<file path="config.mk">
export PLATFORM = sky130hd
export DESIGN_NAME = fjmem_flash_arb
export DESIGN_NICKNAME = d
export VERILOG_FILES = /design/src/rtl/fjmem_pkg.sv /design/src/rtl/fjmem_flash_arb.sv
export SDC_FILE = /design/constraint.sdc
export NUM_CORES = 1
export LEC_CHECK = 0
export CAP_MARGIN = 0
export CORE_ASPECT_RATIO = 0.6
export CORE_MARGIN = 2
export CORE_UTILIZATION = 45
export CTS_CLUSTER_DIAMETER = 100
export DETAILED_ROUTE_END_ITERATION = 10
export PLACE_DENSITY = 0.86
export SLEW_MARGIN = 25
export SYNTH_ARGS = -nofsm -noshare
export SYNTH_HDL_FRONTEND = slang
export SYNTH_SLANG_ARGS = --single-unit
</file>
<file path="constraint.sdc">
create_clock -name sys_clk -period 5.27 [get_ports sys_clk]
set_clock_uncertainty 0.1 [all_clocks]
set_input_delay 1.3175 -clock sys_clk [delete_from_list [all_inputs] [get_ports sys_clk]]
set_output_delay 1.3175 -clock sys_clk [all_outputs]
set_load 0.01 [all_outputs]
</file>
<file path="src/rtl/fjmem_pkg.sv">
// fjmem_pkg: access-sequencer states and requester ids shared by the flash arbiter
package fjmem_pkg;
  typedef enum logic [2:0] {IDLE, SETUP, STROBE, HOLD, ACK} state_t;
  typedef enum logic {M0 = 1'b0, M1 = 1'b1} mid_t;
endpackage

</file>
<file path="src/rtl/fjmem_flash_arb.sv">
// fjmem_flash_arb: round-robin sharing of a NOR flash bus between the JTAG flasher and the SoC port
module fjmem_flash_arb
  import fjmem_pkg::*;
#(
  parameter int adr_width = 24,
  parameter int rd_wait   = 12,
  parameter int wr_wait   = 12
) (
  input  logic                 sys_clk,
  input  logic                 sys_rst_n,
  input  logic                 jtag_lock,
  input  logic                 m0_req,
  input  logic                 m0_we,
  input  logic [adr_width-1:0] m0_adr,
  input  logic [15:0]          m0_dat_w,
  output logic [15:0]          m0_dat_r,
  output logic                 m0_ack,
  input  logic                 m1_req,
  input  logic                 m1_we,
  input  logic [adr_width-1:0] m1_adr,
  input  logic [15:0]          m1_dat_w,
  output logic [15:0]          m1_dat_r,
  output logic                 m1_ack,
  output logic [adr_width-1:0] flash_adr,
  input  logic [15:0]          flash_d_i,
  output logic [15:0]          flash_d_o,
  output logic                 flash_d_oe,
  output logic                 flash_oe_n,
  output logic                 flash_we_n
);
  localparam int cw = $clog2(rd_wait > wr_wait ? rd_wait : wr_wait) + 1;
  state_t state;
  mid_t gnt, last, pick;
  logic we_q, e0, e1, pw;
  logic [cw-1:0] cnt;
  logic [adr_width-1:0] pa;
  logic [15:0] pd;
  // m1 is locked out while the flasher owns the part; ties go to whoever was not served last
  assign e0 = m0_req;
  assign e1 = m1_req & ~jtag_lock;
  assign pick = (e0 && e1) ? (last == M0 ? M1 : M0) : (e1 ? M1 : M0);
  assign pw = pick == M1 ? m1_we : m0_we;
  assign pa = pick == M1 ? m1_adr : m0_adr;
  assign pd = pick == M1 ? m1_dat_w : m0_dat_w;
  always_ff @(posedge sys_clk)
    if (!sys_rst_n) begin
      state      <= IDLE;
      flash_oe_n <= 1'b1;
      flash_we_n <= 1'b1;
      flash_d_oe <= 1'b0;
      flash_adr  <= '0;
      flash_d_o  <= '0;
      m0_ack     <= 1'b0;
      m1_ack     <= 1'b0;
      m0_dat_r   <= '0;
      m1_dat_r   <= '0;
      last       <= M1;
      gnt        <= M0;
      we_q       <= 1'b0;
      cnt        <= '0;
    end else
      case (state)
        IDLE:
          if (e0 || e1) begin
            gnt        <= pick;
            we_q       <= pw;
            flash_adr  <= pa;
            flash_d_o  <= pw ? pd : flash_d_o;
            flash_d_oe <= pw;
            state      <= SETUP;
          end
        SETUP: begin
          flash_oe_n <= we_q;
          flash_we_n <= ~we_q;
          cnt        <= we_q ? cw'(wr_wait - 1) : cw'(rd_wait - 1);
          state      <= STROBE;
        end
        STROBE:
          if (cnt == '0) begin
            flash_oe_n <= 1'b1;
            flash_we_n <= 1'b1;
            if (!we_q && gnt == M0) m0_dat_r <= flash_d_i;
            if (!we_q && gnt == M1) m1_dat_r <= flash_d_i;
            state      <= HOLD;
          end else
            cnt <= cnt - 1'b1;
        HOLD: begin
          flash_d_oe <= 1'b0;
          m0_ack     <= gnt == M0;
          m1_ack     <= gnt == M1;
          state      <= ACK;
        end
        ACK: begin
          m0_ack <= 1'b0;
          m1_ack <= 1'b0;
          last   <= gnt;
          state  <= IDLE;
        end
        default: state <= IDLE;
      endcase
endmodule
</file>
==> metrics.txt, run 1 <==
outcome=finished, final reports clean; Setup Buffers After CTS=0; syn avg cell area=8.878 um2; CTS resizes=0; layout net count=701; Max Cap Violations=0; ranking of synthesized cells by area=dfxtp_1 (45%), mux2i_1 (8.4%), nand2_1 (7.8%); total gr overflow=0; Hold Fails Final Rpt=0; worst skew pair latency=330 ps; post-route ant nets=0; Fin Setup TNS=0 ps; pwr dens=314.0 nW/um2; number of flops mapped to enable cells by yosys=0; number of global-route vias before repair=3923; Max VDD drop=0.2360 mV; YS warnings=0; initial antenna violation count=0; fin. max-slew vios=0; post-route setup slack=1971 ps; first-pass GRT wire length=19140 um; worst slew pin tran=984.8 ps; core area=8491 um2; slowest CP cell=clkdlybuf4s50_1; Reg power frac=41.3%; Sw Ratio=27.38%; Synth Flop Type=dfxtp_1; FMAX=303.1 MHz; dpl ws=1657 ps; Port Buffer Count=179; gr usage total=24.50%; area leader, netlist=dfxtp_1; IO Pins=180; min cycle time layout=3299 ps; Commonest cells post-synth=dfxtp_1 (88), nand2_1 (81), nor2_1 (34); crit path kind=input pin to flip-flop; H-tree depth=3; worst-path maximum fanout=45; Synth top area share=45.00%; DP HPWL=8579 um; RePlAce Congestion=0.8199; cell area after synthesis=3915 um2; FILL cells=640; Fin Hold WS=348.5 ps; class of the worst hold path=flip-flop to flip-flop; die width=124.4 um; layout cells sized above 1=7.475%; Rows=26; Static Leakage=2.433 nW; initial cell density of the core=46.11%; die height=76.25 um; Synth Register Bits=88; clock buffer depth=2; Area Overhead vs Synth=53.08%; CTS Hold Bufs=0; cell mode on critical path=buf_4; fraction of registers with async set/reset=0%; CTS root buf=clkbuf_16; wire length per cell=17.11 um; residual DRC count=0; RSZ-0062 raised after global routing=no; DR pass1 iterations=5; via count=4002; internal power=1.367 mW; WP buf/inv=3; most common cell in the synthesized netlist=dfxtp_1; DR iter-0 viols=282; Switch Pwr=515.3 uW; vias per cell=5.605; Crit path required time=5370 ps; part of the power in combinational logic=23.8%; crit-path leading delay family=buffers and inverters; die area=9487 um2; Clock Power Share=34.9%; CTS sink cnt=88; final setup vio count=0; Power, Total=1.882 mW; Clock Pin Slew Worst Setup and Hold Paths=70 ps; Max-slew headroom=33.94%; Post-Syn Nets=545; Yosys cell types=41; Post-Route WL=12220 um; Worst path max stage delay=460 ps; Num CTS Buffers=9; Critical Path End Type=flip-flop; Startpoint Class=input pin; Worst Path Arrival=3400 ps; largest net degree at the start of global routing=71; CTS tree=built; register area share after synthesis=45.00%; synthesized instance count=441; worst-path cell chain=clkdlybuf4s50_1, nor2b_2, buf_4, o21a_1, buf_4, nor2_1, a311oi_1; crit share post-route=62.61%; ant diodes=0
metrics by stage:
stage          cell area (um2)  utilization, %  cells
2_1_floorplan             3915               -    441
3_3_place_gp              5670           66.78    698
3_5_place_dp              5673           66.81    698
4_1_cts                   5988           70.53    714
5_1_grt                   5993           70.59    714
6_report                  5993           70.59    714
cells in the final DEF, fill, tap and decap left out, drive strengths merged, types with 2 or more instances in the layout:
master and count:
clkbuf 11, nor3b 2, dfxtp 88, a31oi 19, o21ai 6, nor2 34, nand3 28, clkinvlp 2
clkdlybuf4s50 178, a311oi 24, nor2b 2, nor3 5, a21oi 6, a211oi 3, and2 3, nor4b 17
nand2 82, clkinv 2, inv 20, o21a 2, mux2i 33, buf 8, o221a 16
cells by family after synthesis:
group | count (synthesis) | synth area share, %
and+or+nand+nor | 177 | 21.89
buffers and inverters | 61 | 7.702
DFF | 88 | 45.00
AOI/OAI and AO/OA | 80 | 16.43
xor gates and xnor gates | 1 | 0.2238
adders and majority gates | 1 | 0.3195
muxes | 33 | 8.437
worst paths after layout:
kind | to | slack [ps] | startpoint | cells past startpoint
setup / recovery | flash_adr[9] | 1970 | m1_req | 7
hold / removal | cnt[4] | 350 | cnt[4] | 2
setup reg to reg | m1_dat_r[5] | 2660 | cnt[0] | 6
hold reg to reg | cnt[4] | 350 | cnt[4] | 2
registers in the layout, summed over array words and instances, names as in the netlist:
name        count
last            1
gnt             1
m1_dat_r       16
state           3
flash_we_n      1
cnt             5
flash_d_oe      1
flash_oe_n      1
m1_ack          1
flash_adr      24
flash_d_o      16
m0_dat_r       16
we_q            1
m0_ack          1
tightest hold or removal path: stages (launching register included):
cell     delay [ps]
dfxtp_1         310
nand2_1          60
a31oi_1          30
power by group through the flow:
stage          registers, mW  logic, mW  clock network [mW]
2_1_floorplan          0.802      0.199                   0
3_3_place_gp           0.786      0.430                   0
3_5_place_dp           0.789      0.445                   0
4_1_cts                0.776      0.447               0.665
5_1_grt                0.784      0.482               0.696
6_report               0.778      0.448               0.656
routing by layer:
layer,up-vias,part of all wire [%],global-route usage [%]
met4,0,1.9,6.966
met1,1885,42,29.93
li1,1893,-,-
met5,-,0,0
met2,199,48,42.40
met3,25,8.0,7.022
layout make-up:
class	instances	area, um2	area share, %
Multi-Input combinational cell	292	1862	31.06
Sequential cell	88	1762	29.39
Clock inverter	5	62.56	1.044
Inverter	20	75.07	1.253
Timing Repair Buffer	186	1839	30.69
Clock buffer	11	252.7	4.217
Tap cell	112	140.1	2.338
No activity file was read; power rests on OpenSTA's default activity.
==> inputs of run 2 (changes only) <==
- CORE_UTILIZATION: 45 -> 38
- PLACE_DENSITY: 0.86 -> 0.78
- clock period: 5.27 -> 2.9 ns (I/O delays scaled with it)
==> metrics.txt, run 2 (synthesis results as in run 1) <==
worst skew pair latency=340 ps (about the same); Max Cap Violations=0 (unchanged); CTS Hold Bufs=0 (unchanged); gr usage total=20.54% (-4.0 points); fin. max-slew vios=0 (unchanged); Port Buffer Count=179 (unchanged); hold depth=2 (unchanged); die height=82.63 um (+8.4%); Post-Route WL=11650 um (-4.7%); pwr dens=561.7 nW/um2 (+79%); post-route ant nets=0 (unchanged); die area=11160 um2 (+18%); crit path kind=flip-flop to flip-flop; Max VDD drop=0.3283 mV (+39%); Fin Setup TNS=0 ps (unchanged); Area Overhead vs Synth=54.84%; most common cell after layout, fill and taps aside=clkdlybuf4s50_1; final core occ=60.93% (-9.7 points); Setup Buffers After CTS=0 (unchanged); DP HPWL=8332 um (-2.9%); DR iter-0 viols=166 (-41%); Fin Hold WS=344.7 ps (-3.768 ps); residual DRC count=0 (unchanged); DR pass1 iterations=4 (-1); final setup vio count=0 (unchanged); initial cell density of the core=39.35% (-6.8 points); CTS tree=built; worst slew pin tran=593.0 ps (-391.8 ps); Clock Pin Slew Worst Setup and Hold Paths=70 ps (about the same); crit share post-route=79.04%; R2R setup slack=610 ps (-2050 ps); Register-to-Register Path Depth=7 (+1); FMAX=436.3 MHz; RePlAce Congestion=0.8053 (-1.8%); ant diodes=0 (unchanged); Top reg by flops=flash_adr; Static Leakage=2.466 nW (+1.4%); total gr overflow=0 (unchanged); CTS root buf=clkbuf_16; Rows=28 (+7.7%); most frequent cells in the layout=clkdlybuf4s50_1 (178), dfxtp_1 (88), nand2_1 (81), nor2_1 (34), mux2i_1 (33); class of the worst hold path=flip-flop to flip-flop; Startpoint Class=flip-flop; via count=3887 (-2.9%); CTS resizes=0 (unchanged); first-pass GRT wire length=18000 um (-5.9%); max FFs per register=24 (unchanged); IO Pins=180 (unchanged); number of global-route vias before repair=3659 (-6.7%); Critical Path End Type=flip-flop; Crit path required time=3020 ps (-2350 ps); worst-path maximum fanout=16 (-64%); Worst Path Arrival=2410 ps (-990 ps); core area=9950 um2 (+17%); wire length per cell=15.64 um (-8.6%); die width=135.0 um (+8.5%); vias per cell=5.217 (-6.9%); outcome=finished, final reports clean; largest net degree at the start of global routing=44 (-38%); H-tree depth=3 (unchanged); Num CTS Buffers=9 (unchanged); Hold Fails Final Rpt=0 (unchanged); layout cells sized above 1=8.197% (+0.72 points); CTS sink cnt=88 (unchanged); min cycle time layout=2292 ps; clock buffer depth=2 (unchanged); initial antenna violation count=0 (unchanged); layout net count=709 (+1.1%); Max-slew headroom=60.38% (+26 points); RSZ-0062 raised after global routing=no
## run 2: routing by layer
layer | global-route usage [%] | wire [um] | part of all wire [%]
met5 | 0 | 0 | 0
met4 | 4.792 | 119 | 1.0
met3 | 7.570 | 934 | 8.0
met2 | 35.53 | 5366 | 46
met1 | 24.72 | 5228 | 45
## run 2: cell type report
class	count	area (um2)
clock buffer	10	229.0
clock inverter	6	73.82
fill	844	3887
inverter	20	75.07
multi-input combinational	292	1854
sequential	88	1762
tap	135	168.9
timing repair buffer	194	1899
## run 2: power by group
group          switching (mW)  total, mW  internal, mW
clock                   0.502       1.18         0.680
combinational           0.367      0.816         0.450
sequential             0.0820       1.41          1.32
total                   0.951       3.41          2.45
## run 2: path summary, 6_finish.rpt
check	from	endpoint
setup / recovery	cnt[0]	m1_dat_r[8]
setup reg to reg	cnt[0]	m1_dat_r[8]
hold / removal	cnt[4]	cnt[4]
hold reg to reg	cnt[4]	cnt[4]
## run 2: per-stage QoR
step           setup WS, ps  instances  total power, mW  area [um2]
2_1_floorplan         670.3        441            1.818        3915
3_3_place_gp          468.5        729            2.227        5759
3_5_place_dp          405.7        729            2.248        5759
4_1_cts               608.9        745            3.439        6062
5_1_grt               481.2        745            3.566        6062
6_report              607.9        745            3.405        6062
## run 2: worst max-delay path, stage by stage, from the launching register on
cell	delay (ps)
dfxtp_1	330
inv_1	60
ha_1	190
or4b_4	510
nor4b_4	460
nand3b_2	110
buf_4	240
mux2i_1	150
==> patch, RTL diff (config.mk and constraints of run 1) <==
Change the parameter `wr_wait` from 12 to 11.
--- a/src/rtl/fjmem_flash_arb.sv
+++ b/src/rtl/fjmem_flash_arb.sv
@@ -5,5 +5,5 @@
   parameter int adr_width = 24,
   parameter int rd_wait   = 12,
-  parameter int wr_wait   = 12
+  parameter int wr_wait   = 11
 ) (
   input  logic                 sys_clk,
Check against the original RTL: same outputs for any inputs over 10 cycles, from zero or initial values and one cycle with sys_rst_n low; that may be too few to reach the edited logic, so the function may still have changed.
==> patch against run 1 <==
- final area is 0.33% lower
- largest power group unchanged
- via count is 2.3% lower
- wire length is 2.8% lower
- setup slack worse by 86 ps
- combinational power is 4% higher
- global-route usage is 0.30 points higher
- sequential cell count stayed put
- synthesized cell count is 0.91% higher
- die area hardly changed
- total power is 0.65% higher
- critical path depth is 2 lower
- register-to-register slack better by 240 ps
- area after synthesis hardly changed
==> patch: results <==
run_status:
  status: "complete, no violations"
timing:
  setup_viol: 0
  worstMarginPinSlew_ps: 1009
  whs_ps: 350.1
  fin_crit_ps: 3386
power_and_ir_drop:
  p_leak_nw: 2.435
  peakVddDrop_uv: 164.4
  intPower_mw: 1.374
detailed_routing:
  via_count: 3909
  drt_iter0_drc: 287
  wire_per_inst_um: 16.63
  vias_per_cell: 5.475
logic_synthesis:
  yosys-top-cells-area: "dfxtp_1 (45%), mux2i_1 (8.7%), nand2_1 (7.9%), a311oi_1 (5.4%), o221a_2 (4.6%)"
  synth_common_cells: "dfxtp_1 (88), nand2_1 (82), mux2i_1 (34)"
  syn-instance-count: 445
  ys_types: 42
worst_setup_path:
  crit_fanout: 17
  crit_arrival_ps: 3560
  cp_top_family: "compound AO/OA/AOI/OAI gates"
  rrSetupSlack_ps: 2900
  crit_slowest_cell: "a21oi_2"
placed_design:
  gp_congestion: 0.8500
  dp_hpwl_um: 8376
  dp_slack_ps: 1564
global_route:
  grt_pass1_wl_um: 19250
  grt_pass1_vias: 3818
  grt_start_max_net_pins: 74
  grt_use_total_pct: 24.80
final_layout:
  multi_input_area_um2: 1876
  nFillCells: 651
patch: changes by cell type after synthesis, moves of 2 or more:
cell            delta
clkbuf_1           -5
nor2_1             -2
buf_1              +2
o221a_2            +3
inv_1              +2
buf_2              +7
nand3_1            +2
o221a_1            -3
dlymetal6s2s_1     -3
patch: worst register-to-register path, stage by stage, from the launching register on:
cell      delay [ps]
dfxtp_1          340
inv_1            120
ha_1             200
or4b_4           520
nor2_4           180
nand3b_2         490
mux2i_1          340
patch: power groups by stage:
| stage | clock [mW] | sequential, mW | combinational [mW] |
|---|---|---|---|
| 2_1_floorplan | 0 | 0.805 | 0.214 |
| 3_3_place_gp | 0 | 0.787 | 0.449 |
| 3_5_place_dp | 0 | 0.790 | 0.462 |
| 4_1_cts | 0.660 | 0.778 | 0.465 |
| 5_1_grt | 0.690 | 0.787 | 0.502 |
| 6_report | 0.651 | 0.779 | 0.464 |
patch: worst paths after layout:
check          from           end  cells past startpoint
min reg2reg  cnt[4]        cnt[4]                      2
max          m0_req  flash_d_o[0]                      5
max reg2reg  cnt[0]   m1_dat_r[1]                      6
min          cnt[4]        cnt[4]                      2
patch: logic make-up after synthesis:
logic type | synth area share (%)
XOR/XNOR | 0.4478
multiplexers | 8.699
AO/OA/AOI/OAI | 16.37
buffers and inverters | 7.196
adder cells (fa/ha/maj) | 0.3197
AND/OR/NAND/NOR | 21.94
flip-flops | 45.03
patch: final cells by class:
class | count | share of cell area, %
clock buffers | 12 | 4.294
multi-input cells | 295 | 31.40
clock inverters | 4 | 0.8588
repair buffers | 182 | 30.29
flip-flops and latches | 88 | 29.49
inverters | 21 | 1.320
well taps | 112 | 2.346
patch: routing by layer:
layer | routed length [um] | up-vias | part of all wire (%) | GRT usage, %
li1 | - | 1899 | - | -
met1 | 5303 | 1861 | 45 | 31.25
met2 | 5552 | 140 | 47 | 40.16
met3 | 936 | 9 | 7.9 | 10.39
met4 | 85 | 0 | 0.72 | 4.944
met5 | 0 | - | 0 | 0
